<file path="src/rtl/mmio_timer_core_pkg.sv">
// rtl/mmio_timer_core_pkg.sv - register map, control bit indices and slot FSM states
// Shared constants for the timer slot device. slot_fsm_t is meant to be
// reused by other slot devices that sit behind the MMIO controller.
package mmio_timer_core_pkg;

  // Register word indices (reg_addr)
  localparam logic [7:0] TIMER_REG_CTRL     = 8'h00;
  localparam logic [7:0] TIMER_REG_STATUS   = 8'h01;
  localparam logic [7:0] TIMER_REG_COUNT_LO = 8'h02;
  localparam logic [7:0] TIMER_REG_COUNT_HI = 8'h03;
  localparam logic [7:0] TIMER_REG_CMP_LO   = 8'h04;
  localparam logic [7:0] TIMER_REG_CMP_HI   = 8'h05;
  localparam logic [7:0] TIMER_REG_PRESCALE = 8'h06;

  // CTRL bit positions
  localparam int CTRL_ENABLE_BIT      = 0;
  localparam int CTRL_CLEAR_BIT       = 1;
  localparam int CTRL_IRQ_EN_BIT      = 2;
  localparam int CTRL_AUTO_RELOAD_BIT = 3;

  // STATUS bit positions
  localparam int STATUS_MATCH_BIT = 0;

  typedef enum logic {
    SLOT_IDLE = 1'b0,
    SLOT_DONE = 1'b1
  } slot_fsm_t;

endpackage

</file>
<file path="src/rtl/mmio_timer_core_tick_gen.sv">
// rtl/mmio_timer_core_tick_gen.sv - prescaler producing a one-cycle count tick
// Ports:
//   aclk, arst_n  clock, asynchronous active-low reset
//   enable        run the divider; 0 freezes it
//   clear         zero the divider this cycle; suppresses the tick
//   prescale      divide value; tick every prescale+1 enabled cycles
//   tick          one-cycle pulse, combinational from the divider state
module timer_tick_gen #(
  parameter int PRESCALE_W = 16
) (
  input  logic                  aclk,
  input  logic                  arst_n,
  input  logic                  enable,
  input  logic                  clear,
  input  logic [PRESCALE_W-1:0] prescale,
  output logic                  tick
);

  localparam logic [PRESCALE_W-1:0] DIV_ONE = PRESCALE_W'(1);

  logic [PRESCALE_W-1:0] div_cnt;
  logic                  at_terminal;

  // >= rather than == so that lowering PRESCALE below the in-flight count
  // still ticks on the next enabled cycle instead of running the divider
  // all the way round.
  assign at_terminal = (div_cnt >= prescale);
  assign tick        = enable && !clear && at_terminal;

  always_ff @(posedge aclk or negedge arst_n) begin
    if (!arst_n) begin
      div_cnt <= '0;
    end else if (clear) begin
      div_cnt <= '0;
    end else if (enable) begin
      if (at_terminal) div_cnt <= '0;
      else             div_cnt <= div_cnt + DIV_ONE;
    end
  end

endmodule

</file>
<file path="src/rtl/mmio_timer_core.sv">
// rtl/mmio_timer_core.sv - MMIO slot 0 timer: 64-bit counter, compare match, irq
// Ports:
//   aclk, arst_n            clock, asynchronous active-low reset
//   chip_select, read,      slot command from the MMIO controller
//   write, reg_addr,
//   wr_data
//   rd_data                 read data, held until the next accepted access
//   wr_done, rd_done        access complete, held until transaction_completed
//   idle                    access FSM in SLOT_IDLE
//   signal_received         one-cycle pulse after a command is accepted
//   slave_error             write hit a read-only register (held)
//   decode_error            access hit an unmapped index (held)
//   transaction_completed   controller finished its AXI response
//   irq                     level interrupt: match_flag AND irq_en
module mmio_timer_core
  import mmio_timer_core_pkg::*;
#(
  parameter int PRESCALE_W = 16,
  parameter int COUNT_W    = 64
) (
  input  logic        aclk,
  input  logic        arst_n,
  input  logic        chip_select,
  input  logic        read,
  input  logic        write,
  input  logic [7:0]  reg_addr,
  input  logic [31:0] wr_data,
  output logic [31:0] rd_data,
  output logic        wr_done,
  output logic        rd_done,
  output logic        idle,
  output logic        signal_received,
  output logic        slave_error,
  output logic        decode_error,
  input  logic        transaction_completed,
  output logic        irq
);

  localparam int HI_W = COUNT_W - 32;

  slot_fsm_t state, state_nxt;
  logic      op_write;

  logic                  ctrl_enable, ctrl_irq_en, ctrl_auto_reload;
  logic                  match_flag;
  logic [COUNT_W-1:0]    count, cmp;
  logic [HI_W-1:0]       count_hi_shadow;
  logic [PRESCALE_W-1:0] prescale;

  logic            trigger, wr_fire, rd_fire;
  logic            addr_mapped, addr_ro;
  logic            clear_pulse, status_w1c, tick, hit;
  logic [COUNT_W:0] count_inc;
  logic [31:0]     rd_mux;

  // Commands are only looked at in SLOT_IDLE, so a chip_select left high
  // during SLOT_DONE cannot re-execute the access.
  assign trigger     = (state == SLOT_IDLE) && chip_select && (write || read);
  assign wr_fire     = trigger && write;
  assign rd_fire     = trigger && !write;
  assign addr_mapped = (reg_addr <= TIMER_REG_PRESCALE);
  assign addr_ro     = (reg_addr == TIMER_REG_COUNT_LO) || (reg_addr == TIMER_REG_COUNT_HI);
  assign clear_pulse = wr_fire && (reg_addr == TIMER_REG_CTRL) && wr_data[CTRL_CLEAR_BIT];
  assign status_w1c  = wr_fire && (reg_addr == TIMER_REG_STATUS) && wr_data[STATUS_MATCH_BIT];

  // One extra bit so the all-ones -> 0 wrap can never equal cmp: wrapping
  // is silent even when cmp is 0.
  assign count_inc = {1'b0, count} + {{COUNT_W{1'b0}}, 1'b1};
  assign hit       = tick && (count_inc == {1'b0, cmp});
  assign irq       = match_flag && ctrl_irq_en;

  timer_tick_gen #(.PRESCALE_W(PRESCALE_W)) u_tick_gen (
    .aclk     (aclk),
    .arst_n   (arst_n),
    .enable   (ctrl_enable),
    .clear    (clear_pulse),
    .prescale (prescale),
    .tick     (tick)
  );

  always_comb begin
    rd_mux = '0;
    case (reg_addr)
      TIMER_REG_CTRL:     rd_mux = {28'd0, ctrl_auto_reload, ctrl_irq_en, 1'b0, ctrl_enable};
      TIMER_REG_STATUS:   rd_mux = {31'd0, match_flag};
      TIMER_REG_COUNT_LO: rd_mux = count[31:0];
      TIMER_REG_COUNT_HI: rd_mux = 32'(count_hi_shadow);
      TIMER_REG_CMP_LO:   rd_mux = cmp[31:0];
      TIMER_REG_CMP_HI:   rd_mux = 32'(cmp[COUNT_W-1:32]);
      TIMER_REG_PRESCALE: rd_mux = 32'(prescale);
      default:            rd_mux = '0;
    endcase
  end

  always_ff @(posedge aclk or negedge arst_n) begin
    if (!arst_n) state <= SLOT_IDLE;
    else         state <= state_nxt;
  end

  always_comb begin
    state_nxt = state;
    idle      = 1'b0;
    wr_done   = 1'b0;
    rd_done   = 1'b0;
    case (state)
      SLOT_IDLE: begin
        idle = 1'b1;
        if (trigger) state_nxt = SLOT_DONE;
      end
      SLOT_DONE: begin
        wr_done = op_write;
        rd_done = !op_write;
        if (transaction_completed) state_nxt = SLOT_IDLE;
      end
      default: state_nxt = SLOT_IDLE;
    endcase
  end

  // Access-side outputs: captured at accept and held through SLOT_DONE and
  // beyond, since the controller samples them after chip_select drops.
  always_ff @(posedge aclk or negedge arst_n) begin
    if (!arst_n) begin
      op_write        <= 1'b0;
      signal_received <= 1'b0;
      slave_error     <= 1'b0;
      decode_error    <= 1'b0;
      rd_data         <= '0;
      count_hi_shadow <= '0;
    end else begin
      signal_received <= trigger;
      if (trigger) begin
        op_write     <= write;
        slave_error  <= write && addr_ro;
        decode_error <= !addr_mapped;
      end
      if (rd_fire) begin
        rd_data <= rd_mux;
        if (reg_addr == TIMER_REG_COUNT_LO) count_hi_shadow <= count[COUNT_W-1:32];
      end
    end
  end

  always_ff @(posedge aclk or negedge arst_n) begin
    if (!arst_n) begin
      ctrl_enable      <= 1'b0;
      ctrl_irq_en      <= 1'b0;
      ctrl_auto_reload <= 1'b0;
      cmp              <= '0;
      prescale         <= '0;
    end else if (wr_fire) begin
      case (reg_addr)
        TIMER_REG_CTRL: begin
          ctrl_enable      <= wr_data[CTRL_ENABLE_BIT];
          ctrl_irq_en      <= wr_data[CTRL_IRQ_EN_BIT];
          ctrl_auto_reload <= wr_data[CTRL_AUTO_RELOAD_BIT];
        end
        TIMER_REG_CMP_LO:   cmp[31:0]         <= wr_data;
        TIMER_REG_CMP_HI:   cmp[COUNT_W-1:32] <= wr_data[HI_W-1:0];
        TIMER_REG_PRESCALE: prescale          <= wr_data[PRESCALE_W-1:0];
        default: ;
      endcase
    end
  end

  always_ff @(posedge aclk or negedge arst_n) begin
    if (!arst_n) begin
      count <= '0;
    end else if (clear_pulse) begin
      count <= '0;
    end else if (tick) begin
      count <= (hit && ctrl_auto_reload) ? '0 : count_inc[COUNT_W-1:0];
    end
  end

  // Hardware set has priority over a same-cycle write-1-to-clear.
  always_ff @(posedge aclk or negedge arst_n) begin
    if (!arst_n)         match_flag <= 1'b0;
    else if (hit)        match_flag <= 1'b1;
    else if (status_w1c) match_flag <= 1'b0;
  end

endmodule

</file>
<file path="config.mk">
export PLATFORM = sky130hd
export DESIGN_NAME = mmio_timer_core
export DESIGN_NICKNAME = d
export VERILOG_FILES = /design/src/rtl/mmio_timer_core_pkg.sv /design/src/rtl/mmio_timer_core_tick_gen.sv /design/src/rtl/mmio_timer_core.sv
export SDC_FILE = /design/constraint.sdc
export NUM_CORES = 1
export LEC_CHECK = 0
export ABC_AREA = 1
export ABC_CLOCK_PERIOD_IN_PS = 7500
export CAP_MARGIN = 20
export CORE_UTILIZATION = 55
export CTS_CLUSTER_DIAMETER = 200
export DETAILED_ROUTE_END_ITERATION = 8
export PLACE_DENSITY = 0.75
export REMOVE_ABC_BUFFERS = 1
export SYNTH_ARGS = -nofsm -noshare
export SYNTH_HDL_FRONTEND = slang
export SYNTH_SLANG_ARGS = --single-unit
export TNS_END_PERCENT = 10
</file>
<file path="constraint.sdc">
create_clock -name aclk -period 7.5 [get_ports aclk]
set_input_delay 1.5 -clock aclk [delete_from_list [all_inputs] [get_ports aclk]]
set_output_delay 1.5 -clock aclk [all_outputs]
set_load 0.05 [all_outputs]
</file>
==> impl_metrics.env, run 1 <==
export IMPL_total_power_w=0.00275
export IMPL_dp_hpwl_mm=35.4
export IMPL_max_slew_margin=0.303
export IMPL_fin_crit_ns=4.82
export IMPL_fin_tns_setup_ns=0
export IMPL_n_fill_cell=2301
export IMPL_grt_setup_unrepaired="no"
export IMPL_syn_area_um2=14100
export IMPL_drive_above_1_share=0.0394
export IMPL_die_height_um=162
export IMPL_maxCapViolations=0
export IMPL_final_max_slew_viol_count=0
export IMPL_cts_resized=0
export IMPL_yosysSeqAreaShare=0.412
export IMPL_p_per_area_nw_per_um2=171
export IMPL_antenna_found_initial=1
export IMPL_postPlaceCellArea_um2=15300
export IMPL_rows=58
export IMPL_numCtsBuffers=26
export IMPL_grt_overflow=0
export IMPL_worstPathArrival_ns=5.29
export IMPL_grt_max_degree=151
export IMPL_hold_violations=0
export IMPL_syn_avg_cell_area_um2=6.71
export IMPL_vdd_drop_max_mv=0.207
export IMPL_async_reset_ff_frac=1.00
export IMPL_root_buffer="clkbuf_16"
export IMPL_routabilityCongestion=1.01
export IMPL_clkLatencyLatePin_ns=0.54
export IMPL_yosys_warnings=0
export IMPL_ys_ff_latch=233
export IMPL_multi_input_area_um2=7260
export IMPL_drt_antenna_violating_nets=0
export IMPL_synth_ff_type="dfrtp_1"
export IMPL_track_usage=0.380
export IMPL_drt_total_wl_mm=49.3
export IMPL_first_global_vias=13500
export IMPL_muxShareOfSynthArea=0.000796
export IMPL_start_util=0.562
export IMPL_cts_tree="yes"
export IMPL_cts_hold_fix_buffers=0
export IMPL_cp_data_required_time_ns=7.97
export IMPL_critPathLaunchType="primary input"
export IMPL_die_x_um=162
export IMPL_core_area_um2=25200
export IMPL_synth_compound_area_frac=0.109
export IMPL_drc=0
export IMPL_drtIter0Drc=1402
export IMPL_ys_types=40
export IMPL_status="finished clean"
export IMPL_htree_levels=1
export IMPL_port_buffers=84
export IMPL_seq_area_um2=5830
export IMPL_synth_edf_count=0
export IMPL_synth_simple_area_share=0.361
export IMPL_finalInstanceArea_um2=16100
export IMPL_post_route_util=0.640
export IMPL_layout_nets=2228
export IMPL_hold_class="register to register"
export IMPL_clk_path_buf_depth=3
export IMPL_clk_pin_slew_worst_paths_ns=0.06
export IMPL_endpoint_kind="register"
export IMPL_synth_top_family_by_area="simple AND/OR/NAND/NOR gates"
export IMPL_p_leak_nw=7.16
export IMPL_postCtsSetupBuffers=0
export IMPL_synth_fa_ha_area_frac=0.0159
export IMPL_die_area_um2=26400
export IMPL_fmax_mhz=207
export IMPL_worstMarginPinSlew_ns=1.04
export IMPL_clock_sinks=233
export IMPL_fin_crit_sh=0.643
export IMPL_setup_viol=0
export IMPL_final_cell_mix="nand2_1 (847), dfrtp_1 (233), nor2_1 (232)"
export IMPL_io_pins=85
export IMPL_grt_pass1_wl_mm=76.3
export IMPL_holdPathStages=2
export IMPL_reg2regPathDepth=18
export IMPL_wl_per_cell_um=19.6
export IMPL_worstSetupPathType="primary input to register"
export IMPL_drt_vias_per_instance=5.76
export IMPL_num_vias=14500
export IMPL_synthCells=2110
export IMPL_synth_xor_area_frac=0.0234
export IMPL_clock_skew_ns=0.00895
export IMPL_firstDrtPassIters=5
export IMPL_critPathMaxFanout=65
export IMPL_layout_commonest_cell="nand2_1"
export IMPL_syn_to_final_growth_pct=13.9
final cells by class:
| class | count | share of cell area |
|---|---|---|
| Clock inverter | 10 | 0.00691 |
| Multi-Input combinational cell | 1594 | 0.450 |
| Tap cell | 330 | 0.0256 |
| Sequential cell | 233 | 0.362 |
| Antenna cell | 1 | 0.000155 |
| Inverter | 213 | 0.0496 |
| Clock buffer | 37 | 0.0467 |
| Timing Repair Buffer | 96 | 0.0588 |
where the power goes:
part | leakage, nW | switching [W] | internal (W) | total [W]
clock network | 0.417 | 0.000534 | 0.000767 | 0.00130
registers | 3.25 | 0.0000169 | 0.00127 | 0.00129
logic | 3.50 | 0.000110 | 0.0000557 | 0.000166
total | 7.16 | 0.000661 | 0.00209 | 0.00275
final timing paths:
kind                       slack, ns    endpoint        start
max                             2.68   count[36]  reg_addr[1]
min                             0.48  rd_data[2]   rd_data[2]
max reg2reg                     3.06   count[36]     count[0]
min reg2reg                     0.48  rd_data[2]   rd_data[2]
max in group asynchronous       5.19   count[36]       arst_n
min in group asynchronous       0.93     cmp[55]       arst_n
sequential cells by signal, summed over array words and instances (netlist names), 16 cells and up:
register / flops
cmp: 64
count: 64
count_hi_shadow: 32
prescale: 16
rd_data: 32
u_tick_gen.div_cnt: 16
routing by layer:
layer,up-vias,global-route usage,share of wire
met5,-,0,0
met4,0,0.187,0.054
met3,143,0.0550,0.078
met2,661,0.605,0.45
met1,6848,0.508,0.41
li1,6821,-,-
worst max-delay path, stage by stage:
cell and delay (ns):
clkdlybuf4s50_1 0.55, nor4_1 0.63, nand2_1 0.30, nor2_1 0.29
inv_1 0.13, nand3_2 0.09, buf_4 0.66, nor2_2 0.13
nand3_4 0.64, nand2_1 0.12, nand2_1 0.10
Yosys cell counts (6+ instances only):
master	instances	area, um2
clkbuf_1	54	203
a221oi_1	18	158
dfrtp_1	233	5830
nor2_2	15	93.8
o22ai_1	11	68.8
xor2_1	19	166
nand4_1	31	194
inv_1	209	785
ha_1	18	225
buf_2	9	45.0
o211ai_1	9	67.6
o2111ai_1	7	61.3
nand3_1	119	596
nor2_1	234	878
a21oi_1	37	185
buf_4	7	52.6
nand3b_1	6	45.0
o21ai_0	178	891
nand2_1	850	3190
metrics by stage:
step                      worst slack [ns]  cells  hold slack [ns]
after floorplan                       2.51   2040            0.453
after detailed placement              2.26   2466            0.465
final                                 2.68   2514            0.479
after CTS                             2.81   2513            0.481
after global routing                  2.52   2514            0.493
after global placement                2.41   2466            0.459
kinds of logic (layout without fill, tap and decap cells):
kind of cell / count (synthesis) / in the layout
AND/OR/NAND/NOR: 1271 / 1271
buffers and inverters: 283 / 356
AO/OA/AOI/OAI: 276 / 276
flip-flops: 233 / 233
XOR/XNOR: 28 / 28
adder cells (fa/ha/maj): 18 / 18
multiplexers: 1 / 1
other: 0 / 1
Note: power is estimated with default switching activity, not from simulation.
==> inputs of run 2 (changes only) <==
- ABC_CLOCK_PERIOD_IN_PS: 7500 -> 4600
- clock period: 7.5 -> 4.6 ns (I/O delays scaled with it)
==> impl_metrics.env, run 2 (synthesis results as in run 1) <==
export IMPL_first_global_vias=13500
export IMPL_final_cell_mix="nand2_1 (847), dfrtp_1 (233), nor2_1 (232)"
export IMPL_wl_per_cell_um=19.2
export IMPL_worstMarginPinSlew_ns=0.865
export IMPL_fin_crit_ns=4.03
export IMPL_cp_data_required_time_ns=5.03
export IMPL_status="finished clean"
export IMPL_drc=0
export IMPL_dp_hpwl_mm=35.8
export IMPL_switching_share=0.240
export IMPL_max_slew_margin=0.422
export IMPL_p_per_area_nw_per_um2=281
export IMPL_final_max_slew_viol_count=0
export IMPL_endpoint_kind="register"
export IMPL_worstSetupPathType="register to register"
export IMPL_routabilityCongestion=1.03
export IMPL_num_vias=14400
export IMPL_clock_skew_ns=0.0158
export IMPL_r2r_start="count[0]"
export IMPL_root_buffer="clkbuf_16"
export IMPL_grt_max_degree=92
export IMPL_antenna_found_initial=2
export IMPL_fin_crit_sh=0.877
export IMPL_fmax_mhz=248
export IMPL_drive_above_1_share=0.0433
export IMPL_layout_nets=2239
export IMPL_p_switching_w=0.00110
export IMPL_track_usage=0.374
export IMPL_worstPathArrival_ns=4.46
export IMPL_drt_vias_per_instance=5.70
export IMPL_syn_to_final_growth_pct=14.7
export IMPL_clock_sinks=233
export IMPL_maxCapViolations=0
export IMPL_die_height_um=162
export IMPL_cts_tree="yes"
export IMPL_layout_commonest_cell="nand2_1"
export IMPL_htree_levels=1
export IMPL_largestRegisters="cmp (64), count (64)"
export IMPL_drtIter0Drc=1647
export IMPL_die_x_um=162
export IMPL_cts_resized=0
export IMPL_io_pins=85
export IMPL_hold_class="primary input to asynchronous set/reset pin"
export IMPL_rrSetupSlack_ns=0.57
export IMPL_port_buffers=84
export IMPL_vdd_drop_max_mv=0.402
export IMPL_r2r_end="count[62]"
export IMPL_hold_violations=0
export IMPL_setup_viol=0
export IMPL_critPathLaunchType="register"
export IMPL_numCtsBuffers=27
export IMPL_clkLatencyLatePin_ns=0.55
export IMPL_reg2regPathDepth=19
export IMPL_drt_total_wl_mm=48.6
export IMPL_postCtsSetupBuffers=0
export IMPL_rows=58
export IMPL_p_seq_frac=0.460
export IMPL_cts_hold_fix_buffers=0
export IMPL_p_leak_nw=7.23
export IMPL_clk_pin_slew_worst_paths_ns=0.06
export IMPL_pwr_share_comb=0.061
export IMPL_grt_pass1_wl_mm=75.2
export IMPL_clk_path_buf_depth=3
export IMPL_p_clk_frac=0.480
export IMPL_critPathMaxFanout=64
export IMPL_grt_setup_unrepaired="no"
export IMPL_startpoint="count[0]"
export IMPL_total_power_w=0.00457
export IMPL_firstDrtPassIters=6
export IMPL_start_util=0.562
export IMPL_die_area_um2=26400
export IMPL_grt_overflow=0
export IMPL_internal_power_w=0.00347
export IMPL_crit_path_end="count[62]"
export IMPL_drt_antenna_violating_nets=0
export IMPL_fin_tns_setup_ns=0
export IMPL_core_area_um2=25200
-- run 2: cell count changes in the layout (fill, tap and decap cells not counted), moves of 2 or more --
cell / previous run / this run
buf_4: 11 / 20
clkbuf_8: 4 / 7
clkbuf_1: 6 / 8
clkinvlp_4: 3 / 1
-- run 2: how the worst min path moves through the flow --
stage / endpoint / slack, ns
global route: cmp[55] / 0.44
CTS: count_hi_shadow[19] / 0.43
floorplan: prescale[10] / 0.45
detailed placement: rd_data[2] / 0.46
global placement: rd_data[3] / 0.46
finish: cmp[19] / 0.39
-- run 2: critical path, stage by stage (launching register included) --
cell and delay, ns:
dfrtp_1 0.59, ha_1 0.27, nand2_1 0.12, nor2_2 0.21, nand2_1 0.08, nor2_1 0.40, nand2_1 0.29, nor2_1 0.22
nand2_1 0.10, nand3_1 0.09, nand2_1 0.05, nor2_1 0.22, nand2_1 0.08, nor2_1 0.14, nand2_1 0.16, nor2_2 0.16
nand3_2 0.08, buf_4 0.37, nand2_1 0.16, nand2_1 0.07
-- run 2: final cells by class --
class	instances	area (um2)
Fill cell	2271	8950
Multi-Input combinational cell	1594	7250
Sequential cell	233	5830
Timing Repair Buffer	106	1040
Clock buffer	42	802
Inverter	213	800
Tap cell	330	413
Clock inverter	7	91.3
Antenna cell	1	2.50
-- run 2: power by group through the flow --
stage	clock, W	sequential (W)	combinational [W]
4_1_cts	0.00220	0.00210	0.000276
5_1_grt	0.00228	0.00210	0.000304
3_5_place_dp	0	0.00213	0.000275
6_report	0.00219	0.00210	0.000276
2_1_floorplan	0	0.00214	0.000113
3_3_place_gp	0	0.00213	0.000271
-- run 2: per-stage QoR --
| step | hold slack (ns) | instance area [um2] | util | setup slack (ns) | cells |
|---|---|---|---|---|---|
| finish | 0.391 | 16200 | 0.644 | 0.566 | 2526 |
| global route | 0.445 | 16200 | 0.644 | 0.383 | 2525 |
| CTS | 0.425 | 16200 | 0.644 | 0.771 | 2525 |
| detailed placement | 0.464 | 15300 | 0.609 | 0.700 | 2476 |
| global placement | 0.461 | 15300 | 0.609 | 0.821 | 2476 |
| floorplan | 0.453 | 13800 | - | 0.186 | 2040 |
-- run 2: routing by layer --
layer	up-vias	GRT usage	part of all wire	routed length, um
li1	6856	-	-	-
met1	6769	0.495	0.41	20000
met2	644	0.604	0.46	22300
met3	129	0.0616	0.081	3930
met4	4	0.168	0.047	2290
met5	-	0	0.00058	28
